### config.mk
export PLATFORM = sky130hd
export DESIGN_NAME = alu
export DESIGN_NICKNAME = d
export VERILOG_FILES = /design/src/rtl/alu.sv
export SDC_FILE = /design/constraint.sdc
export NUM_CORES = 1
export LEC_CHECK = 0
export BUFFER_PORTS_ARGS = -buffer_cell sky130_fd_sc_hd__buf_4
export CORE_MARGIN = 8
export CORE_UTILIZATION = 40
export CTS_CLUSTER_DIAMETER = 120
export CTS_CLUSTER_SIZE = 14
export DETAILED_ROUTE_END_ITERATION = 8
export GPL_TIMING_DRIVEN = 0
export SYNTH_ARGS = -nofsm -noshare
export SYNTH_HDL_FRONTEND = slang
export SYNTH_SLANG_ARGS = --single-unit
### constraint.sdc
create_clock -name clk -period 1.1 [get_ports clk]
set_clock_uncertainty 0.1 [all_clocks]
set_input_delay 0.11 -clock clk [delete_from_list [all_inputs] [get_ports clk]]
set_output_delay 0.11 -clock clk [all_outputs]
set_load 0.01 [all_outputs]
### src/rtl/alu.sv
// 16-bit ALU: combinational operation select, results captured on the falling clk edge.
module alu (
    input  logic        clk,
    input  logic        reset,
    input  logic [15:0] a,
    input  logic [15:0] b,
    input  logic [7:0]  op,
    input  logic        cf,
    output logic [15:0] acc,
    output logic [15:0] c,
    output logic        c_flag,
    output logic        z_flag,
    output logic        o_flag
);

    localparam int unsigned W = 16;

    localparam logic [7:0] OP_ADD  = 8'h01;
    localparam logic [7:0] OP_ADC  = 8'h02;
    localparam logic [7:0] OP_SUB  = 8'h03;
    localparam logic [7:0] OP_SUC  = 8'h04;
    localparam logic [7:0] OP_MUL8 = 8'h05;
    localparam logic [7:0] OP_MUL6 = 8'h06;
    localparam logic [7:0] OP_DIV8 = 8'h07;
    localparam logic [7:0] OP_DIV6 = 8'h08;
    localparam logic [7:0] OP_CMP  = 8'h09;
    localparam logic [7:0] OP_AND  = 8'h0A;
    localparam logic [7:0] OP_NEG  = 8'h0B;
    localparam logic [7:0] OP_NOT  = 8'h0C;
    localparam logic [7:0] OP_OR   = 8'h0D;
    localparam logic [7:0] OP_SHL  = 8'h0E;
    localparam logic [7:0] OP_SHR  = 8'h0F;
    localparam logic [7:0] OP_XOR  = 8'h10;
    localparam logic [7:0] OP_TEST = 8'h11;

    logic [W-1:0]   acc_q, acc_d;
    logic [W-1:0]   c_q, c_d;
    logic           cflag_q, cflag_d;
    logic           zflag_q, zflag_d;
    logic           oflag_q, oflag_d;

    logic           cin;
    logic [W:0]     sum;
    logic [W:0]     diff;
    logic [2*W-1:0] prod;
    logic [W-1:0]   quo16, rem16;
    logic [7:0]     quo8, rem8;

    // Shared arithmetic terms; carry-in only applies to ADC/SUC.
    always_comb begin
        cin   = (op == OP_ADC || op == OP_SUC) ? cf : 1'b0;
        sum   = (W+1)'(a) + (W+1)'(b) + (W+1)'(cin);
        diff  = (W+1)'(a) - (W+1)'(b) - (W+1)'(cin);
        prod  = (2*W)'(a) * (2*W)'(b);
        quo16 = (b != '0) ? a / b : '0;
        rem16 = (b != '0) ? a % b : '0;
        quo8  = (b[7:0] != 8'h00) ? a[7:0] / b[7:0] : 8'h00;
        rem8  = (b[7:0] != 8'h00) ? a[7:0] % b[7:0] : 8'h00;
    end

    // Result and flag selection for the value about to be registered.
    always_comb begin
        acc_d   = '0;
        c_d     = '0;
        cflag_d = 1'b0;
        oflag_d = 1'b0;
        unique case (op)
            OP_ADD, OP_ADC: begin
                acc_d   = sum[W-1:0];
                cflag_d = sum[W];
                oflag_d = (a[W-1] == b[W-1]) && (sum[W-1] != a[W-1]);
            end
            OP_SUB, OP_SUC, OP_CMP: begin
                acc_d   = diff[W-1:0];
                cflag_d = diff[W];
                oflag_d = (a[W-1] != b[W-1]) && (diff[W-1] != a[W-1]);
            end
            OP_MUL8: acc_d = (W)'(a[7:0]) * (W)'(b[7:0]);
            OP_MUL6: begin
                acc_d = prod[W-1:0];
                c_d   = prod[2*W-1:W];
            end
            OP_DIV8: begin
                if (b[7:0] == 8'h00) begin
                    acc_d   = '1;
                    c_d     = a;
                    oflag_d = 1'b1;
                end else begin
                    acc_d = {rem8, quo8};
                end
            end
            OP_DIV6: begin
                if (b == '0) begin
                    acc_d   = '1;
                    c_d     = a;
                    oflag_d = 1'b1;
                end else begin
                    acc_d = quo16;
                    c_d   = rem16;
                end
            end
            OP_AND, OP_TEST: acc_d = a & b;
            OP_OR:           acc_d = a | b;
            OP_XOR:          acc_d = a ^ b;
            OP_NOT:          acc_d = ~a;
            OP_NEG: begin
                acc_d   = '0 - a;
                cflag_d = (a != '0);
                oflag_d = (a == 16'h8000);
            end
            OP_SHL: begin
                acc_d   = {a[W-2:0], 1'b0};
                cflag_d = a[W-1];
            end
            OP_SHR: begin
                acc_d   = {1'b0, a[W-1:1]};
                cflag_d = a[0];
            end
            default: ;
        endcase
        zflag_d = (acc_d == '0);
    end

    // Falling-edge capture; reset clears everything immediately.
    always_ff @(negedge clk or posedge reset) begin
        if (reset) begin
            acc_q   <= '0;
            c_q     <= '0;
            cflag_q <= 1'b0;
            zflag_q <= 1'b0;
            oflag_q <= 1'b0;
        end else begin
            acc_q   <= acc_d;
            c_q     <= c_d;
            cflag_q <= cflag_d;
            zflag_q <= zflag_d;
            oflag_q <= oflag_d;
        end
    end

    assign acc    = acc_q;
    assign c      = c_q;
    assign c_flag = cflag_q;
    assign z_flag = zflag_q;
    assign o_flag = oflag_q;

endmodule

==> results of run 1 <==
==> final cells by class <==
cell class	count	area [um^2]
clock buffers	5	125
well taps	773	967
multi-input cells	2572	23700
repair inverters	2	12.5
fillers	5593	28200
plain buffers	115	826
repair buffers	344	2870
inverters	384	1510
flip-flops and latches	35	876
clock inverters	3	25.0
diodes	1	2.50
==> routing by layer <==
layer	wire, um	vias up	share of wire
met4	6360	0	0.061
met1	41800	12500	0.40
met3	8230	339	0.079
li1	-	11600	-
met5	0	-	0
met2	47500	1225	0.46
==> worst paths after layout <==
path / slack [ps] / depth (start not counted) / startpoint / end
hold / removal: 190 / 2 / reset / o_flag
min in group clk: 610 / 4 / b[15] / c_flag
max in group asynchronous: 160 / 2 / reset / c[1]
setup / recovery: -24660 / 122 / b[15] / z_flag
==> what timing repair did <==
item                       CTS  global route
setup buffers              176            84
gates resized for setup    319           194
setup endpoints to repair   70           105
gates cloned                 5             2
pin swaps                  154           125
==> sequential cells by signal, summed over array words and instances (netlist names) <==
name	flops
z_flag	1
c	16
acc	16
c_flag	1
o_flag	1
==> placed cells by master, fill, tap and decap left out, types with 17 or more instances in the layout <==
cell type | synthesis | final
nor3_1 | 84 | 71
nand2_1 | 318 | 312
dfrtn_1 | 35 | 35
nand4_1 | 21 | 21
mux2i_1 | 27 | 20
buf_4 | 2 | 295
ha_4 | 0 | 48
a21o_1 | 55 | 52
inv_1 | 371 | 356
a31oi_1 | 27 | 17
o21ai_0 | 142 | 103
nor2_1 | 296 | 276
o211ai_1 | 34 | 34
a21oi_2 | 2 | 40
or2_2 | 26 | 21
o21a_1 | 56 | 52
or3_1 | 35 | 27
a211oi_1 | 25 | 18
a21oi_1 | 177 | 126
buf_6 | 1 | 49
xor2_1 | 59 | 59
o21ai_1 | 7 | 20
xnor2_1 | 94 | 94
ha_1 | 376 | 320
o22ai_1 | 20 | 17
nor2b_1 | 24 | 23
nand3_1 | 65 | 51
clkbuf_1 | 80 | 51
nand2b_1 | 30 | 26
fa_1 | 236 | 233
o21ai_2 | 2 | 22
==> per-stage QoR <==
step | power [mW] | std cells
5_1_grt | 52.0 | 4233
3_5_place_dp | 42.2 | 3962
3_3_place_gp | 42.0 | 3958
6_report | 47.9 | 4234
2_1_floorplan | 33.7 | 3108
4_1_cts | 46.3 | 4149
==> worst max-delay path: cells and delay by family <==
kind / cells / cell delay, ps
compound gates: 58 / 12770
simple gates: 25 / 4760
fa+ha+maj: 15 / 3650
buf+inv: 18 / 2350
mux: 6 / 1770
==> cell families (layout without fill, tap and decap cells) <==
family | after synthesis | count (layout)
xor+xnor | 153 | 153
compound gates | 772 | 772
buf+inv | 501 | 853
mux | 45 | 45
fa+ha+maj | 612 | 612
other cells | 0 | 1
flops | 35 | 35
simple gates | 990 | 990
==> power breakdown <==
part           internal (mW)  total (mW)  switching (mW)  leakage, nW
clock network          0.850        1.56           0.709       0.0700
logic                   18.7        44.9            26.2         13.7
registers               1.35        1.41          0.0589        0.484
==> results.tsv, run 1 <==
metric	value	unit
slew_headroom	0.0544	
root_buffer	clkbuf_16	
synth_top_area_share	0.197	
synthXorXnorAreaFrac	0.0559	
violations	setup timing	
synth_largest_area_cell	fa_1	
io_pins	78	
grt_antenna_before_repair	1	
cts_buffers	5	
vdd_ir_drop_max	1530	uV
die_x	261	um
core_area	59100	um^2
vias_per_cell	6.06	
start_util	0.406	
required	800	ps
wl	104000	um
synth_simple_gate_area_frac	0.192	
cp_slowest_cell	a311o_2	
cp_max_fo	7	
hpwl	77900	um
seq_area_frac_synth	0.0365	
grtUsageTotal	0.293	
firstDrtPassIters	6	
cts-htree-levels	2	
dieArea	68100	um^2
yosys_warnings	0	
synth.most_common_cell	ha_1	
overflow	0	
synth_fa_ha_area_frac	0.393	
final_cell_area	30900	um^2
final_max_slew_viol_count	0	
finalSetupViolations	70	
syn_area_per_cell	7.72	um^2
gp_congestion	1.03	
timing.final.ws_setup	-24660	ps
met1_usage	0.371	
busiest_layer	met2	
drtAntennaViolNets	0	
p_leak	14.3	nW
syn-cell-area	24000	um^2
synth-compound-area-share	0.221	
hold_viol_final	0	
critPathCaptureType	flop	
synth_commonest_cells	376 x ha_1, 371 x inv_1, 318 x nand2_1	
detail_route.iter0.violations	2342	
syn2layout_area_growth	28.8	%
crit_top_cell	ha_4	
die_h	261	um
tritoncts	yes	
grtUsageMet3	0.0353	
ys.flop_type	dfrtn_1	
clock_path_buffers	2	
wire_per_inst	24.5	um
worst_pin_slew	1410	ps
async_reset_ff_frac	1.00	
postSynthCellCount	3108	
synth_edf_count	0	
cpPeakStageDelay	460	ps
vias	25700	
syn-num-nets	3763	
max-cap-violations	0	
crit_arrival	25460	ps
cp-start-kind	input pin	
postCtsHoldBufs	0	
grt_pass1_vias	25100	
path_class	in2reg	
rsz0062_at_grt	true	
fin_util	0.523	
port_buffers	77	
clock_sinks	35	
synthMuxAreaShare	0.0218	
drive_above_1_share	0.238	
power.density	1550	nW/um^2
clkTransAtPathRegs	50	ps
drc	0	
rows	89	
grt_pass1_wl	152000	um
ys_ff_latch	35	
holdWs	190	ps
synth_top_family_by_area	adder cells	
tns	-666540	ps
grt_max_degree	36	
hold_path.class	in2async	
outcome	complete, but fails checks	
yosys-top-cells-area	fa_1 20%, ha_1 20%, inv_1 5.8%	
place_area	26500	um^2
gr-usage-met2	0.491	
place_ws	-29930	ps
synth_cell_types	110	
layout.nets	4114	
Note: power is estimated with default switching activity, not from simulation.
==> run 2: changes to the inputs <==
- CORE_UTILIZATION: 40 -> 50
- PLACE_DENSITY: unset -> 0.66
==> run 2 against run 1 <==
The run still ends with setup timing left. Sequential power is essentially flat. Sequential cell count is the same. Highest routed layer is now met5. Combinational power grew 2%. Critical endpoint is now c[10]. Global-route usage grew 7.9 points.
==> results.tsv, run 2 (synthesis results as in run 1) <==
metric	value	unit	change
crit_top_cell	ha_4		
violations	setup timing		
vdd_ir_drop_max	2150	uV	+41%
cp_slowest_cell	o41a_1		
slew_headroom	0.0387		-0.0156
vias	26700		+3.9%
regArea	876	um^2	unchanged
gp_congestion	0.999		-2.8%
total_power	48.9	mW	+2.1%
place_area	26300	um^2	-0.73%
root_buffer	clkbuf_16		
cp_max_fo	9		+2
path_class	in2reg		
cts_buffers	5		unchanged
hold_path.class	in2async		
grt_antenna_before_repair	2		+1
final_cell_area	31300	um^2	+1.3%
vias_per_cell	6.48		+6.9%
drtAntennaViolNets	0		unchanged
timing.final.ws_setup	-24970	ps	-314 ps
multi_input_area	23900	um^2	+0.83%
required	550	ps	-250 ps
hpwl	81000	um	+3.9%
overflow	0		unchanged
tns	-672960	ps	-6420 ps
die_x	235	um	-9.9%
grt_pass1_wl	159000	um	+4.9%
p_leak	14.5	nW	+1.7%
port_buffers	77		unchanged
critPathCaptureType	flop		
wl	110000	um	+5.9%
drc	0		unchanged
die_h	235	um	-9.9%
io_pins	78		unchanged
grt_max_degree	36		unchanged
crit_family	compound AO/OA/AOI/OAI gates		
cpPeakStageDelay	430	ps	-30 ps
holdWs	177	ps	-12.9 ps
layout_common_cells	355 x inv_1, 318 x buf_4, 317 x ha_1, 307 x nand2_1, 273 x nor2_1		
final_max_slew_viol_count	0		unchanged
fillers	3923		-30%
clkTransAtPathRegs	50	ps	about the same
clock_sinks	35		unchanged
wire_per_inst	26.7	um	+9.0%
rows	80		-10%
firstDrtPassIters	6		unchanged
rsz0062_at_grt	true		
dieArea	55200	um^2	-19%
layout.nets	4154		+0.97%
cp-start-kind	input pin		
hold_viol_final	0		unchanged
start_util	0.504		+0.0988
crit_arrival	25530	ps	+70 ps
detail_route.iter0.violations	2393		+2.2%
cp_num_buf_inv	21		+3
outcome	complete, but fails checks		
grt_pass1_vias	26600		+5.8%
drive_above_1_share	0.256		+0.0181
tritoncts	yes		
final_common_cell	inv_1		
max-cap-violations	0		unchanged
worst_pin_slew	1410	ps	-2.06 ps
clock_path_buffers	2		unchanged
finalSetupViolations	70		unchanged
syn2layout_area_growth	30.5	%	
core_area	47500	um^2	-20%
fin_cells	4115		-2.8%
antenna_cells	0		-1
cts-htree-levels	2		unchanged
fin_util	0.658		+0.136
dp_cells	3804		-4.0%
grtUsageTotal	0.372		+0.0793
place_ws	-29930	ps	+2.10 ps
power.density	1560	nW/um^2	+0.82%
## run 2: layout make-up
cell class	instances	share of cell area
tap	615	0.0246
inverter	384	0.0477
sequential	35	0.0280
buffer	115	0.0268
multi-input combinational	2572	0.763
timing repair buffer	384	0.104
clock inverter	3	0.00140
timing repair inverter	2	0.000400
clock buffer	5	0.00400
## run 2: metal layers
layer | vias up | part of all wire | track usage | wire [um]
li1 | 11700 | - | - | -
met1 | 13100 | 0.37 | 0.447 | 41100
met2 | 1454 | 0.46 | 0.622 | 50300
met3 | 470 | 0.093 | 0.0644 | 10200
met4 | 2 | 0.076 | 0.220 | 8400
met5 | - | 0.00012 | 0 | 13
## run 2: how the worst max path moves through the flow
stage           from      to  slack [ps]  depth (start not counted)
2_1_floorplan   b[0]    c[5]      -23620                        121
3_3_place_gp    b[1]  z_flag      -29870                        121
3_5_place_dp    b[0]  z_flag      -29930                        124
4_1_cts        b[15]  z_flag      -24310                        128
5_1_grt         b[0]    c[1]      -25530                        131
6_report        b[0]   c[10]      -24970                        125
## run 2: power by group
| group | switching, mW | total [mW] | internal, mW |
|---|---|---|---|
| combinational | 26.9 | 45.7 | 18.8 |
| sequential | 0.0509 | 1.40 | 1.35 |
| clock | 0.675 | 1.75 | 1.07 |
## run 2: what timing repair did
action,in CTS,in global routing
endpoints found under the setup margin,70,84
resized for setup,308,280
gates cloned,3,2
pin swaps,134,123
buffers inserted,188,116
hold buffers,0,0
